<file path="config.mk">
export PLATFORM = sky130hd
export DESIGN_NAME = clk_period_meter32
export DESIGN_NICKNAME = d
export VERILOG_FILES = /design/src/rtl/clk_period_meter32.sv
export SDC_FILE = /design/constraint.sdc
export NUM_CORES = 1
export LEC_CHECK = 0
export CELL_PAD_IN_SITES_DETAIL_PLACEMENT = 0
export CELL_PAD_IN_SITES_GLOBAL_PLACEMENT = 2
export CORE_MARGIN = 2
export CORE_UTILIZATION = 36
export DETAILED_ROUTE_END_ITERATION = 10
export HOLD_SLACK_MARGIN = 0.15
export PLACE_DENSITY_LB_ADDON = 0.15
export SYNTH_ARGS = -nofsm -noshare
export SYNTH_HDL_FRONTEND = slang
export SYNTH_SLANG_ARGS = --single-unit
</file>
<file path="constraint.sdc">
create_clock -name inclk -period 3.51 [get_ports inclk]
set_clock_uncertainty 0.2 [all_clocks]
set_input_delay 0.8775 -clock inclk [delete_from_list [all_inputs] [get_ports inclk]]
set_output_delay 0.8775 -clock inclk [all_outputs]
set_load 0.02 [all_outputs]
</file>
<file path="src/rtl/clk_period_meter32.sv">
// clk_period_meter32: measures sig_in half-period in inclk cycles, valid/ready result with timeout
module clk_period_meter32 #(
  parameter int SYNC_STAGES = 2,
  parameter int unsigned TIMEOUT_CYCLES = 50_000_000
) (
  input  logic        inclk,
  input  logic        reset,
  input  logic        sig_in,
  input  logic        meas_ready,
  output logic [31:0] meas_count,
  output logic        meas_timeout,
  output logic        meas_valid,
  output logic        meas_overrun
);
  typedef enum logic {IDLE, MEASURE} state_t;
  state_t state;
  logic [SYNC_STAGES-1:0] sync;
  logic cmp;
  logic [31:0] counter;
  logic edge_p;
  logic at_limit;
  logic capture;
  logic load;
  always_comb begin
    edge_p = sync[SYNC_STAGES-1] ^ cmp;
    at_limit = counter == TIMEOUT_CYCLES;
    capture = state == MEASURE && (edge_p || at_limit);
    load = capture && (!meas_valid || meas_ready);
  end
  // An edge coinciding with the limit is a normal result, so edge_p is checked first.
  always_ff @(posedge inclk) begin
    if (!reset) begin
      state <= IDLE;
      sync <= '0;
      cmp <= 1'b0;
      counter <= '0;
      meas_count <= '0;
      meas_timeout <= 1'b0;
      meas_valid <= 1'b0;
      meas_overrun <= 1'b0;
    end else begin
      sync <= {sync[SYNC_STAGES-2:0], sig_in};
      cmp <= sync[SYNC_STAGES-1];
      if (state == IDLE) begin
        if (edge_p) begin
          counter <= 32'd1;
          state <= MEASURE;
        end
      end else if (edge_p) begin
        counter <= 32'd1;
      end else if (at_limit) begin
        counter <= '0;
        state <= IDLE;
      end else begin
        counter <= counter + 32'd1;
      end
      if (load) begin
        meas_count <= edge_p ? counter : TIMEOUT_CYCLES;
        meas_timeout <= !edge_p;
        meas_valid <= 1'b1;
      end else if (meas_ready) begin
        meas_valid <= 1'b0;
      end
      if (capture && meas_valid && !meas_ready) meas_overrun <= 1'b1;
    end
  end
endmodule
</file>
Yosys cells after proc, flatten, opt, wreduce, memory -nomap -nowiden
Index checks and enable logic that the tools add are counted.
- register bits: 71
- input bits: 4
- $add $sub $neg: 1
- equal/unequal tests: 1
- multiplexer cells: 11
- bitwise logic cells: 1
- reductions and logical operators: 11
- operators by type and width (operator ; count):
    2-to-1 mux 32 bit ; 5
    adder 32 x 1 -> 32 bit (second input constant) ; 1
    == test 32 x 26 -> 1 bit (second input constant) ; 1
    2-to-1 mux 1 bit ; 6
    logical AND 1 bit ; 4
    nonzero test 2 bit ; 2
    zero test 1 bit ; 3
    logical OR 1 bit ; 2
    XOR 1 bit ; 1

Longest topological paths before layout
Gate-level depths: netlist of the first run.
- depth in word-level cells: 5
- mapped depth: 9

Worst setup path after synthesis of the first run
OpenSTA, ideal clock, no wires.
- path type: reg-to-reg
- start: register counter[1]
- end: register counter[14]
- library setup time: 0.075 ns
- data arrival time: 1.915 ns
- data required time: 3.235 ns
- path slack: 1.320 ns
- stages on the path, launching flop included: 7
- cells stage by stage: dfxtp_1 -> ha_1 -> nand3_1 -> or4_1 -> buf_2 -> or4_1 -> a31oi_1
- longest elaborated chain between the ends: 4
- RTL lines (element ; line ; source):
    start: declaration ; 19 ; logic [31:0] counter;
    start signal: assignment ; 55 ; counter <= counter + 32'd1;
    adder 32 x 1 -> 32 bit / == test 32 x 26 -> 1 bit (equally long branches) ; 55, 26 ;
    2-to-1 mux 32 bit * ; 51 ; end else if (at_limit) begin
    2-to-1 mux 32 bit * ; 49 ; end else if (edge_p) begin
    2-to-1 mux 32 bit * ; 44 ; if (state == IDLE) begin
Mark *: on every way between the ends. The rest lies on a longest branch, timed or not.
A chain may end at the register's enable or synchronous reset.

Worst setup path after layout of the first run
- start: register counter[0]
- end: register counter[10]
The elaborated chain is that of the path after synthesis.

==> metrics, run 1 <==
H-tree depth 3; total gr overflow 0; Max VDD drop 200 uV; pwr dens 434 mW/mm^2; Hold WS 0.237 ns; P_leak 1.28 nW; RSZ-0062 raised after global routing no; crit path time final 2.75 ns; Hold Buf Count CTS 0; synthesis-stage register bit count 71; Highest Signal Layer met4; Die ar. 0.00921 mm^2; critical path class flip-flop to flip-flop; Clock Pin Slew Worst Setup and Hold Paths 0.08 ns; detailed placement HPWL 5310 um; Die Width 96.0 um; row count 33; Yosys top cell area share 0.467; Pre-antenna DRT Iters 4; syn nets 339; worst-path fanout max 13; highest clock rate 363 MHz; post-synth cell types 46; gr usage total 0.188; Slew Viols, Final 0; relative slew slack 0.284; top cell type by total area after synthesis dfxtp_1; share of cells above drive strength 1 0.0761; I/O pin count 39; Via Count 2586; largest net degree at the start of global routing 35; WL met3 336 um; Hold Violations, Final 0; CTS buffer count 9; WP data required 3.55 ns; Max clock buf depth 2; Arr. time, crit path 2.79 ns; Synth Instances 333; clk_lat worst skew 0.35 ns; Die Y 96.0 um; Final Wtd Congestion 0.817; initial antenna violation count 0; Final Net Count 369; IO buf count 38; YS warnings 0; period utilization 0.784; top cells by area, synth dfxtp_1 47%, a22o_1 6.0%, o221a_1 4.4%, nand2_1 3.8%, a31oi_1 3.5%; Crit. End Element flip-flop; Synth Cell Area 0.00304 mm^2; clock sink count 71; ANT cells 0; setup TNS 0 ns; post-CTS setup buffers 0; Starting DRT DRC Count 100; Hold Path Class flip-flop to flip-flop; max cap viols 0; drt via density 5.47; status completed; CTS tree done; setup violators final 0; Starting Density 0.370; global-route wire length before repair 13000 um; DRT Wirelength 7890 um; WL met1 3960 um; register area share after synthesis 0.467; Worst-Margin Slew 1.07 ns; Post-CTS Resized 0; routed len/inst 16.7 um; core area 0.00822 mm^2; Residual DRC 0; Worst setup SP type flip-flop; vias in the first global route 2514; root buffer cell clkbuf_8; Synth-to-Final Area Change 21.9%; Avg Cell Area, Syn 9.14 um^2; Finished Core Util 0.452; ANT nets after route 0; met2 wire len 3480 um
## placed cells by master, fill, tap and decap left out, types with 12 or more instances in the layout
cell	synthesis	final
dfxtp_1	71	71
nor2_1	12	12
o221a_1	12	12
nand3_1	16	16
clkdlybuf4s50_1	0	38
a31oi_1	17	17
a21oi_1	15	15
a22o_1	21	21
nand2_1	31	31
nand4_1	14	14
## metrics by stage
stage	power (mW)	worst slack [ns]	std cells	cell area, um^2
floorplan	0.890	1.32	333	3040
global placement	0.924	0.661	457	3510
detailed placement	0.924	0.637	457	3510
CTS	1.63	0.781	473	3710
global route	1.68	0.537	473	3710
finish	1.61	0.757	473	3710
## state kept, by name (all words and copies together), names as in the netlist
register and count:
cmp 1, counter 32, meas_count 32, meas_overrun 1, meas_timeout 1, meas_valid 1
state 1, sync 2
## cells in the mapped netlist, drive strengths merged
master	number
or3	2
a22o	21
a41oi	2
xnor2	3
clkbuf	17
o21a	1
ha	2
nor2b	1
and3	7
nor4b	2
inv	10
or2	1
and2	5
o21bai	3
o21ba	1
nor3b	1
o221a	12
dfxtp	71
a21oi	16
a32o	1
buf	12
nand3	16
nand4	15
o211a	2
a31o	1
nand2b	3
xor2	4
and4	4
nor2	12
a31oi	17
nor4bb	1
or4	4
mux2	1
nor4	7
o31a	1
o31ai	1
o22ai	1
o21ai	13
nand2	31
nor3	5
o211ai	2
a21o	1
## cell families (layout without fill, tap and decap cells)
family          count (synthesis)  count (layout)  share of synthesized area
compound gates                 96              96                      0.235
xor+xnor                        7               7                     0.0201
fa+ha+maj                       2               2                    0.00822
buf+inv                        39              74                     0.0530
flops                          71              71                      0.467
mux                             1               1                    0.00370
simple gates                  117             117                      0.213
## final cells by class
cell class,instances,area [um^2]
Fill cell,798,4500
Clock inverter,4,70.1
Inverter,10,37.5
Clock buffer,12,135
Multi-Input combinational cell,223,1460
Sequential cell,71,1420
Timing Repair Buffer,48,455
Tap cell,105,131
## routing by layer
layer | GRT usage | vias up
li1 | - | 1306
met1 | 0.254 | 1201
met2 | 0.289 | 65
met3 | 0.0532 | 14
met4 | 0.0595 | 0
met5 | 0 | -
## path summary, 6_finish.rpt
path	startpoint	to	slack (ns)	cells past startpoint
worst min register to register	sync[0]	sync[1]	0.24	1
worst max register to register	counter[0]	counter[10]	0.76	7
worst min-delay path	sync[0]	sync[1]	0.24	1
worst max-delay path	counter[0]	counter[10]	0.76	7
## power by group
group	internal (mW)	switching (mW)	total, mW
logic	0.0312	0.0523	0.0835
registers	0.813	0.00812	0.821
clock network	0.399	0.308	0.708
## worst max-delay path, cell delays in order (launching register included)
cell	delay, ns
dfxtp_1	0.35
inv_1	0.13
ha_1	0.15
nor4b_1	0.32
nand4_1	0.27
o21ai_1	0.90
nor3_1	0.12
o21bai_1	0.19
Power figures use the tool's default switching activity.
==> run 2, diff against run 1 <==
CORE_UTILIZATION = 34   (was 36)
clock period = 2.76 ns   (was 3.51 ns; I/O delays follow)
==> run 2 against run 1 <==
Setup slack got worse by 0.37 ns. Register-to-register slack got worse by 0.37 ns. Non-clock buffer count increased by 14. Core utilization decreased by 1.3 points. Cell count increased by 3.6%. Power increased by 24%. Maximum frequency increased by 16%. Combinational power increased by 37%. Hold slack got worse by 0.0011 ns. Die area increased by 5.6%. Cell area increased by 3.1%. Flip-flop and latch count unchanged. Critical path type unchanged. Largest cell class unchanged. Largest power group unchanged.
==> metrics, run 2 (synthesis gave the netlist of run 1 again) <==
status completed; Crit. End Element flip-flop; H-tree depth 3 (unchanged); Starting DRT DRC Count 133 (+33%); fin cells 490 (+3.6%); Max VDD drop 364 uV (+82%); ANT cells 0 (unchanged); vias in the first global route 2494 (-0.80%); IO buf count 38 (unchanged); setup violators final 0 (unchanged); clk_lat worst skew 0.35 ns (about the same); max cap viols 0 (unchanged); Post-CTS Resized 0 (unchanged); post-route cell area 0.00383 mm^2 (+3.1%); Hold Buf Count CTS 0 (unchanged); Hold WS 0.236 ns (-0.00111 ns); relative slew slack 0.705 (+0.422); Die Width 98.6 um (+2.8%); placed standard-cell area 0.00363 mm^2 (+3.5%); global-route wire length before repair 13300 um (+1.7%); most common cell after layout, fill and taps aside dfxtp_1; total gr overflow 0 (unchanged); Final Net Count 383 (+3.8%); Starting Density 0.349 (-0.0214); CTS tree done; Hold Violations, Final 0 (unchanged); highest clock rate 421 MHz (+16%); Post-Place Worst Slack 0.300 ns (-0.337 ns); clock sink count 71 (unchanged); gr usage total 0.172 (-0.0159); Pre-antenna DRT Iters 4 (unchanged); Max clock buf depth 2 (unchanged); Worst-Margin Slew 0.441 ns (-0.626 ns); Synth-to-Final Area Change 25.7%; # fillers 872 (+9.3%); critical path class flip-flop to flip-flop; placed cells 474 (+3.7%); crit path time final 2.38 ns (-0.378 ns); RSZ-0062 raised after global routing no; P_leak 1.34 nW (+5.0%); ANT nets after route 0 (unchanged); Slew Viols, Final 0 (unchanged); worst-path fanout max 34 (+21); Finished Core Util 0.439 (-0.0131); commonest non-fill, non-tap cells in the layout 71 x dfxtp_1, 38 x clkdlybuf4s50_1, 31 x nand2_1; Power, Total 1.99 mW (+24%); Via Count 2679 (+3.6%); initial antenna violation count 0 (unchanged); DRT Wirelength 8180 um (+3.7%); pwr dens 521 mW/mm^2 (+20%); largest registers counter: 32 flops, meas_count: 32 flops, sync: 2 flops; Setup WS post-layout 0.385 ns (-0.372 ns); Final Wtd Congestion 0.792 (-3.1%); share of cells above drive strength 1 0.118 (+0.0417); period utilization 0.861 (+0.0761); largest net degree at the start of global routing 35 (unchanged); post-CTS setup buffers 0 (unchanged); detailed placement HPWL 5560 um (+4.7%); WP data required 2.80 ns (-0.75 ns); row count 34 (+3.0%); CTS buffer count 9 (unchanged); core area 0.00872 mm^2 (+6.1%); Worst setup SP type flip-flop; Hold Path Class flip-flop to flip-flop; drt via density 5.47 (about the same); Residual DRC 0 (unchanged); Arr. time, crit path 2.41 ns (-0.38 ns); Clock Pin Slew Worst Setup and Hold Paths 0.08 ns (about the same); I/O pin count 39 (unchanged); root buffer cell clkbuf_8; routed len/inst 16.7 um (about the same); setup TNS 0 ns (unchanged); Die ar. 0.00973 mm^2 (+5.6%); Die Y 98.6 um (+2.8%)
==> run 2: routing by layer <==
layer | vias up | part of all wire | GRT usage
met5 | - | 0 | 0
met4 | 0 | 0.0080 | 0.0400
met3 | 5 | 0.057 | 0.0489
met2 | 72 | 0.45 | 0.264
met1 | 1263 | 0.48 | 0.241
li1 | 1339 | - | -
==> run 2: area by class of cell <==
cell class	instances	area, um^2	area share
inverter	10	37.5	0.00981
tap	108	135	0.0353
clock inverter	6	60.1	0.0157
clock buffer	10	138	0.0360
timing repair buffer	62	573	0.150
sequential	71	1420	0.371
multi-input combinational	223	1460	0.382
==> run 2: final timing paths <==
kind                   start           to  slack, ns  cells past startpoint
setup / recovery  counter[0]  counter[27]       0.38                      8
hold / removal       sync[0]      sync[1]       0.24                      1
setup reg to reg  counter[0]  counter[27]       0.38                      8
hold reg to reg      sync[0]      sync[1]       0.24                      1
==> run 2: power breakdown <==
part	internal, mW	total [mW]	switching [mW]	leakage, nW
clock	0.437	0.835	0.397	0.0981
combinational	0.0440	0.114	0.0700	0.672
sequential	1.03	1.04	0.0101	0.573
total	1.52	1.99	0.478	1.34
==> run 2: worst max-delay path: stages (launching register included) <==
cell     delay, ns
dfxtp_1       0.35
inv_1         0.15
ha_1          0.17
nor4b_1       0.27
nand4_1       0.26
o21a_1        0.28
buf_12        0.17
a32o_1        0.25
a31o_1        0.18
